==> config.mk <==
export PLATFORM = sky130hd
export DESIGN_NAME = pcle_cnt_sched
export DESIGN_NICKNAME = d
export VERILOG_FILES = /design/src/rtl/pcle_pkg.sv /design/src/rtl/pcle_rr_arb2.sv /design/src/rtl/pcle_cnt_sched.sv
export SDC_FILE = /design/constraint.sdc
export NUM_CORES = 1
export LEC_CHECK = 0
export ABC_AREA = 1
export BUFFER_PORTS_ARGS = -buffer_cell sky130_fd_sc_hd__buf_2
export CORE_MARGIN = 1
export CORE_UTILIZATION = 46
export CTS_CLUSTER_DIAMETER = 100
export DETAILED_ROUTE_END_ITERATION = 10
export PLACE_DENSITY = 0.78
export SLEW_MARGIN = 15
export SYNTH_ARGS = -nofsm -noshare
export SYNTH_HDL_FRONTEND = slang
export SYNTH_SLANG_ARGS = --single-unit
export TNS_END_PERCENT = 100
==> constraint.sdc <==
create_clock -name clk_pad -period 1.89 [get_ports clk_pad]
set_input_delay 0.378 -clock clk_pad [delete_from_list [all_inputs] [get_ports clk_pad]]
set_output_delay 0.378 -clock clk_pad [all_outputs]
set_load 0.02 [all_outputs]
==> src/rtl/pcle_pkg.sv <==
// Shared types and constants for the pcle loadable counter scheduler.
// PCLE_SATURATE_EN (in the users of this package) selects saturate-and-halt on wrap.
package pcle_pkg;

    localparam int CNT_W_DEF = 6;
    localparam int ST_W_DEF  = CNT_W_DEF + 2;

    typedef enum logic [1:0] {
        ST_IDLE  = 2'd0,
        ST_LOAD  = 2'd1,
        ST_COUNT = 2'd2,
        ST_HALT  = 2'd3
    } pcle_state_e;

endpackage

==> src/rtl/pcle_rr_arb2.sv <==
// Two-requester round-robin arbiter with global enable and per-requester mask.
// Requester 0 is load, requester 1 is count; reset favours requester 0.
module pcle_rr_arb2 (
    input  logic       clk,
    input  logic       rst_n,
    input  logic       i_en,
    input  logic [1:0] i_req,
    input  logic [1:0] i_mask,
    output logic [1:0] o_gnt
);

    logic       r_last;
    logic [1:0] w_req;

    // Grant selection: a lone requester wins, a conflict goes to the non-last winner.
    always_comb begin
        w_req = i_req & ~i_mask & {2{i_en}};
        o_gnt = 2'b00;
        case (w_req)
            2'b01:   o_gnt = 2'b01;
            2'b10:   o_gnt = 2'b10;
            2'b11:   o_gnt = r_last ? 2'b01 : 2'b10;
            default: o_gnt = 2'b00;
        endcase
    end

    // Last-winner pointer, moved only on granted cycles.
    always_ff @(posedge clk or negedge rst_n) begin
        if (!rst_n) begin
            r_last <= 1'b1;
        end else if (|o_gnt) begin
            r_last <= o_gnt[1];
        end else begin
            r_last <= r_last;
        end
    end

endmodule

==> src/rtl/pcle_cnt_sched.sv <==
// pcle counter scheduler: arbitrates load vs. count and owns the {s, r, count} state.
// Define PCLE_SATURATE_EN to saturate at all-ones and halt instead of wrapping.
module pcle_cnt_sched
    import pcle_pkg::*;
#(
    parameter int CNT_W = CNT_W_DEF
) (
    input  logic             clk_pad,
    input  logic             rst_n_pad,
    input  logic             en_pad,
    input  logic             ld_req_pad,
    input  logic [CNT_W+1:0] ld_data_pad,
    output logic             ld_gnt_pad,
    input  logic             cnt_req_pad,
    output logic             cnt_gnt_pad,
    output logic [CNT_W+1:0] q_pad,
    output logic             tc_pad,
    output logic             halt_pad
);

    pcle_state_e      r_state;
    logic [CNT_W+1:0] r_q;
    logic             r_tc;
    logic [1:0]       w_gnt;
    logic [1:0]       w_mask;
    logic [CNT_W-1:0] w_cnt;
    logic             w_cnt_full;
    logic [CNT_W+1:0] w_inc;
    logic             w_wrap;

    pcle_rr_arb2 u_arb (
        .clk    (clk_pad),
        .rst_n  (rst_n_pad),
        .i_en   (en_pad),
        .i_req  ({cnt_req_pad, ld_req_pad}),
        .i_mask (w_mask),
        .o_gnt  (w_gnt)
    );

    assign ld_gnt_pad  = w_gnt[0];
    assign cnt_gnt_pad = w_gnt[1];
    assign q_pad       = r_q;
    assign tc_pad      = r_tc;

    // Increment: count wraps, r toggles on full count, s toggles on full count and r.
    always_comb begin
        w_cnt      = r_q[CNT_W-1:0];
        w_cnt_full = &w_cnt;
        w_wrap     = &r_q;
        w_inc      = {r_q[CNT_W+1] ^ (w_cnt_full & r_q[CNT_W]),
                      r_q[CNT_W] ^ w_cnt_full,
                      w_cnt + CNT_W'(1)};
    end

`ifdef PCLE_SATURATE_EN
    logic r_halt;

    assign halt_pad = r_halt;
    assign w_mask   = {(r_state == ST_HALT), 1'b0};

    // State update with saturate-and-halt on a wrapping increment.
    always_ff @(posedge clk_pad or negedge rst_n_pad) begin
        if (!rst_n_pad) begin
            r_q     <= '0;
            r_tc    <= 1'b0;
            r_halt  <= 1'b0;
            r_state <= ST_IDLE;
        end else if (ld_gnt_pad) begin
            r_q     <= ld_data_pad;
            r_tc    <= 1'b0;
            r_halt  <= 1'b0;
            r_state <= ST_LOAD;
        end else if (cnt_gnt_pad) begin
            r_tc <= w_wrap;
            if (w_wrap) begin
                r_q     <= '1;
                r_halt  <= 1'b1;
                r_state <= ST_HALT;
            end else begin
                r_q     <= w_inc;
                r_halt  <= 1'b0;
                r_state <= ST_COUNT;
            end
        end else begin
            r_q     <= r_q;
            r_tc    <= 1'b0;
            r_halt  <= r_halt;
            r_state <= (r_state == ST_HALT) ? ST_HALT : ST_IDLE;
        end
    end
`else
    assign halt_pad = 1'b0;
    assign w_mask   = 2'b00;

    // State update with free-running wrap; HALT is unreachable in this build.
    always_ff @(posedge clk_pad or negedge rst_n_pad) begin
        if (!rst_n_pad) begin
            r_q     <= '0;
            r_tc    <= 1'b0;
            r_state <= ST_IDLE;
        end else if (ld_gnt_pad) begin
            r_q     <= ld_data_pad;
            r_tc    <= 1'b0;
            r_state <= ST_LOAD;
        end else if (cnt_gnt_pad) begin
            r_q     <= w_inc;
            r_tc    <= w_wrap;
            r_state <= ST_COUNT;
        end else begin
            r_q     <= r_q;
            r_tc    <= 1'b0;
            r_state <= (r_state == ST_HALT) ? ST_HALT : ST_IDLE;
        end
    end
`endif

endmodule

# Yosys cells after proc, flatten, opt, wreduce, memory -nomap -nowiden
# Cells that the tools add are included.
[word_totals]
reg_bits = 10
latchBits = 0
ramBits = 0
romBits = 0
inputBits = 13
output_inout_bits = 12
elab_cells = 21
n_memories = 0
[op_classes]
addsub = 1
n_mul = 0
div_mod_pow = 0
magnitude_cmp = 0
eq_ne = 3
n_shift = 0
muxes = 6
bitwise_logic = 4
n_reduce_logical = 4
[op_table]
columns = ["operator", "count"]
rows = [
  ["$mux 8", 2],
  ["$reduce_and 8->1", 1],
  ["$add 6x1->6 const B", 1],
  ["$pmux 2 s3", 1],
  ["$reduce_and 6->1", 1],
  ["$eq 2x2->1 const B", 2],
  ["$and 2x2->2", 1],
  ["$eq 2x1->1 const B", 1],
  ["$mux 1", 2],
  ["$mux 2", 1],
  ["$reduce_bool 2->1", 1],
  ["$reduce_or 2->1", 1],
  ["$xor 1x1->1", 2],
  ["$and 1x1->1", 1],
]

# Logic depth before layout (Yosys ltp)
[logic_depth]
ltp_word = 5
ltp_mapped = 10
ltp_nobuf = 10

# Modules after synthesis
# A second synthesis with hierarchy kept.
[unflattened]
hier_cells = 82
area_unflattened_um2 = 633.1
[modules_own_cells]
columns = ["module", "instances", "cells_per_inst", "area_each_um2", "seq_area_each_um2"]
rows = [
  ["pcle_cnt_sched", 1, 64, 538.0, 225.2],
  ["pcle_rr_arb2", 1, 18, 95.1, 26.3],
]

# Worst setup path after synthesis
# No wires, ideal clock.
[synth_timing]
path_kind = "register -> register"
startpoint = "register r_q[1], in the netlist q_pad[1]"
endpoint = "register r_q[6], in the netlist q_pad[6]"
setup_ns = 0.120
arrival_time_ns = 1.491
t_required_ns = 1.770
setup_slack_ns = 0.279
stages_incl_launch_ff = 11
n_path_buf = 0
period_less_slack_ns = 1.611
path_cell_list = "dfrtp_1 -> ha_1 -> nand2_1 -> nor2_1 -> nand2_1 -> nor2_1 -> ha_1 -> inv_1 -> a21oi_1 -> o21ai_1 -> nand2_1"
[synth_via]
elab_chain_len = 4
[synth_lines]
columns = ["element", "line", "text"]
rows = [
  ["start, declared", "pcle_cnt_sched.sv:22", "logic [CNT_W+1:0] r_q;"],
  ["start signal, assigned", "pcle_cnt_sched.sv:102", "r_q <= ld_data_pad;"],
  ["start signal, assigned", "pcle_cnt_sched.sv:106", "r_q <= w_inc;"],
  ["start signal, assigned", "pcle_cnt_sched.sv:110", "r_q <= r_q;"],
  ["$reduce_and 6->1", "pcle_cnt_sched.sv:48", "w_cnt_full = &w_cnt;"],
  ["$xor 1x1->1", "pcle_cnt_sched.sv:51", "r_q[CNT_W] ^ w_cnt_full,"],
  ["$mux 8", "pcle_cnt_sched.sv:105", "end else if (cnt_gnt_pad) begin"],
  ["$mux 8", "pcle_cnt_sched.sv:101", "end else if (ld_gnt_pad) begin"],
]
# No other way between the ends. The select of a mux whose other input is x is not followed.
# A chain may end at the register's enable or synchronous reset.

# Final worst setup path
[layout_timing]
startpoint = "register u_arb.r_last"
endpoint = "output port ld_gnt_pad"
[layout_via]
elab_chain_len = 2
[layout_lines]
columns = ["element", "line", "text"]
rows = [
  ["start, declared", "pcle_rr_arb2.sv:12", "logic r_last;"],
  ["start signal, assigned", "pcle_rr_arb2.sv:32", "r_last <= o_gnt[1];"],
  ["start signal, assigned", "pcle_rr_arb2.sv:34", "r_last <= r_last;"],
  ["$mux 2", "pcle_rr_arb2.sv:22", "2'b11: o_gnt = r_last ? 2'b01 : 2'b10;"],
  ["$pmux 2 s3", "pcle_rr_arb2.sv:19", "case (w_req)"],
  ["end, declared", "pcle_cnt_sched.sv:13", "output logic ld_gnt_pad,"],
]
# No other way between the ends.

==> impl_metrics.json <==
{
  "outcome": "finished clean",
  "rrSetupSlack_ns": 0.28,
  "postCtsResizedCells": 0,
  "overflow": 0,
  "hold_buffers": 1,
  "final_common_cell": "nand2_1",
  "syn-cell-area_um2": 629,
  "finalPower_mw": 0.828,
  "finalNetCount": 128,
  "cts_inserted_buffers": 3,
  "utilization": 0.666,
  "cts_max_level": 1,
  "met2_usage": 0.371,
  "synth.net_count": 101,
  "yosysSeqAreaShare": 0.400,
  "drv_slew": 0,
  "cp_max_fo": 13,
  "fp.dieW_um": 39.0,
  "vdd_drop_max_mv": 0.530,
  "hold_viol_final": 0,
  "synth_ff_type": "dfrtp_1",
  "finalNonFillerCells": 126,
  "core_um2": 1190,
  "final_cell_mix": "nand2_1 (25), buf_2 (23), inv_1 (10)",
  "drc": 0,
  "viasPerCell": 4.88,
  "cp-end-kind": "primary output",
  "top_usage_layer": "met2",
  "io_pins": 25,
  "wire_per_inst_um": 11.2,
  "worstSetupPathType": "reg2out",
  "grt_first_pass_wirelength_um": 2280,
  "pre_cts_slack_ns": 0.302,
  "place.gp.congestion": 0.829,
  "io_buffers": 23,
  "area_delta_synth_final_pct": 25.4,
  "die-area_um2": 1520,
  "grt_use_total": 0.229,
  "drt-initial-drc-count": 6,
  "setup_ws_ns": 0.168,
  "cap_violations": 0,
  "initial_core_util": 0.531,
  "first_pass_iters": 4,
  "dp_hpwl_um": 1070,
  "finClkSkew_ns": 0.00148,
  "wl_um": 1410,
  "fmax_ghz": 0.581,
  "p_leak_nw": 0.444,
  "grt_max_degree": 14,
  "seqCellArea_um2": 251,
  "fillerInstances": 106,
  "place_inst": 121,
  "drive_above_1_share": 0.330,
  "fp-row-count": 12,
  "synth_cell_types": 22,
  "multi_input_area_um2": 307,
  "post_cts_buffers": 0,
  "synthArstFlopShare": 1.00,
  "postSynthCellCount": 86,
  "cts.clk_slew.worst_paths_ns": 0.08,
  "clock_latency_ns": 0.27,
  "clock_path_buffers": 2,
  "clockRootBuffer": "clkbuf_4",
  "cp.required_ns": 1.51,
  "finalSetupViolations": 0,
  "finalSetupTns_ns": 0,
  "place_area_um2": 743,
  "powerDensity_nw_per_um2": 1050,
  "grt_pass1_vias": 560,
  "antenna_left": 0,
  "dieHeight_um": 39.0,
  "min_period_ns": 1.72,
  "vias": 615,
  "rsz0062_at_grt": "false",
  "post-route-period-util": 0.911,
  "crit_path_start_kind": "register",
  "hold_class": "in2reg",
  "synth-edff-count": 0,
  "whs_ns": 0.315,
  "clkSinkCount": 10,
  "synth-seq-cells": 10,
  "syn_area_per_cell_um2": 7.32,
  "finalInstanceArea_um2": 790,
  "yosysWarnings": 0,
  "grtUsageMet1": 0.284,
  "antenna_found_initial": 0,
  "grt_use_met3": 0.0347,
  "cp_data_arrival_time_ns": 1.34,
  "cts_tree": "built",
  "diodes": 0
}
## cells by family (layout without fill, tap and decap cells)
kind of cell | after synthesis | in the layout | share of synthesized area
buffers and inverters | 16 | 42 | 0.113
and+or+nand+nor | 42 | 42 | 0.296
AOI/OAI and AO/OA | 14 | 14 | 0.131
DFF | 10 | 10 | 0.400
other | 1 | 1 | 0.00596
xor gates and xnor gates | 1 | 1 | 0.0139
adders and majority gates | 2 | 2 | 0.0398
## flip-flops by register name, summed over array words and instances (netlist names)
register	flops
q_pad	8
tc_pad	1
u_arb.r_last	1
## cells in the mapped netlist (2+ instances only)
cell type | number | share of area
nand3_1 | 8 | 0.064
inv_1 | 10 | 0.060
inv_2 | 4 | 0.024
nand2_1 | 25 | 0.15
nor2_1 | 3 | 0.018
o21ai_1 | 4 | 0.032
ha_1 | 2 | 0.040
a21oi_1 | 4 | 0.032
dfrtp_1 | 9 | 0.36
o21bai_1 | 2 | 0.024
nand2_2 | 3 | 0.030
or2_0 | 2 | 0.020
## final cells by class
| cell class | instances | area share |
|---|---|---|
| flip-flops and latches | 10 | 0.319 |
| well taps | 14 | 0.0222 |
| multi-input cells | 60 | 0.388 |
| repair buffers | 24 | 0.158 |
| clock buffers | 4 | 0.0460 |
| inverters | 14 | 0.0666 |
## metal layers
| layer | routed length, µm | up-vias |
|---|---|---|
| li1 | - | 323 |
| met1 | 669 | 270 |
| met2 | 658 | 20 |
| met3 | 65 | 2 |
| met4 | 14 | 0 |
| met5 | 0 | - |
## power by group
| group | leakage [nW] | internal (mW) | switching [mW] |
|---|---|---|---|
| clock | 0.0210 | 0.117 | 0.0894 |
| sequential | 0.120 | 0.263 | 0.0555 |
| combinational | 0.304 | 0.111 | 0.191 |
| total | 0.444 | 0.491 | 0.336 |
## critical path, stage by stage (launching register included)
cell	delay, ns
dfstp_2	0.56
inv_2	0.04
nand2_1	0.06
nand2_2	0.17
inv_2	0.09
buf_2	0.16
## worst paths after layout
kind | cells after the start | endpoint | from
max | 5 | ld_gnt_pad | u_arb.r_last
min | 3 | q_pad[1] | ld_data_pad[1]
max reg2reg | 10 | q_pad[6] | q_pad[1]
min reg2reg | 2 | u_arb.r_last | u_arb.r_last
max in group asynchronous | 2 | u_arb.r_last | rst_n_pad
min in group asynchronous | 2 | q_pad[6] | rst_n_pad
No activity file was read; power rests on OpenSTA's default activity.
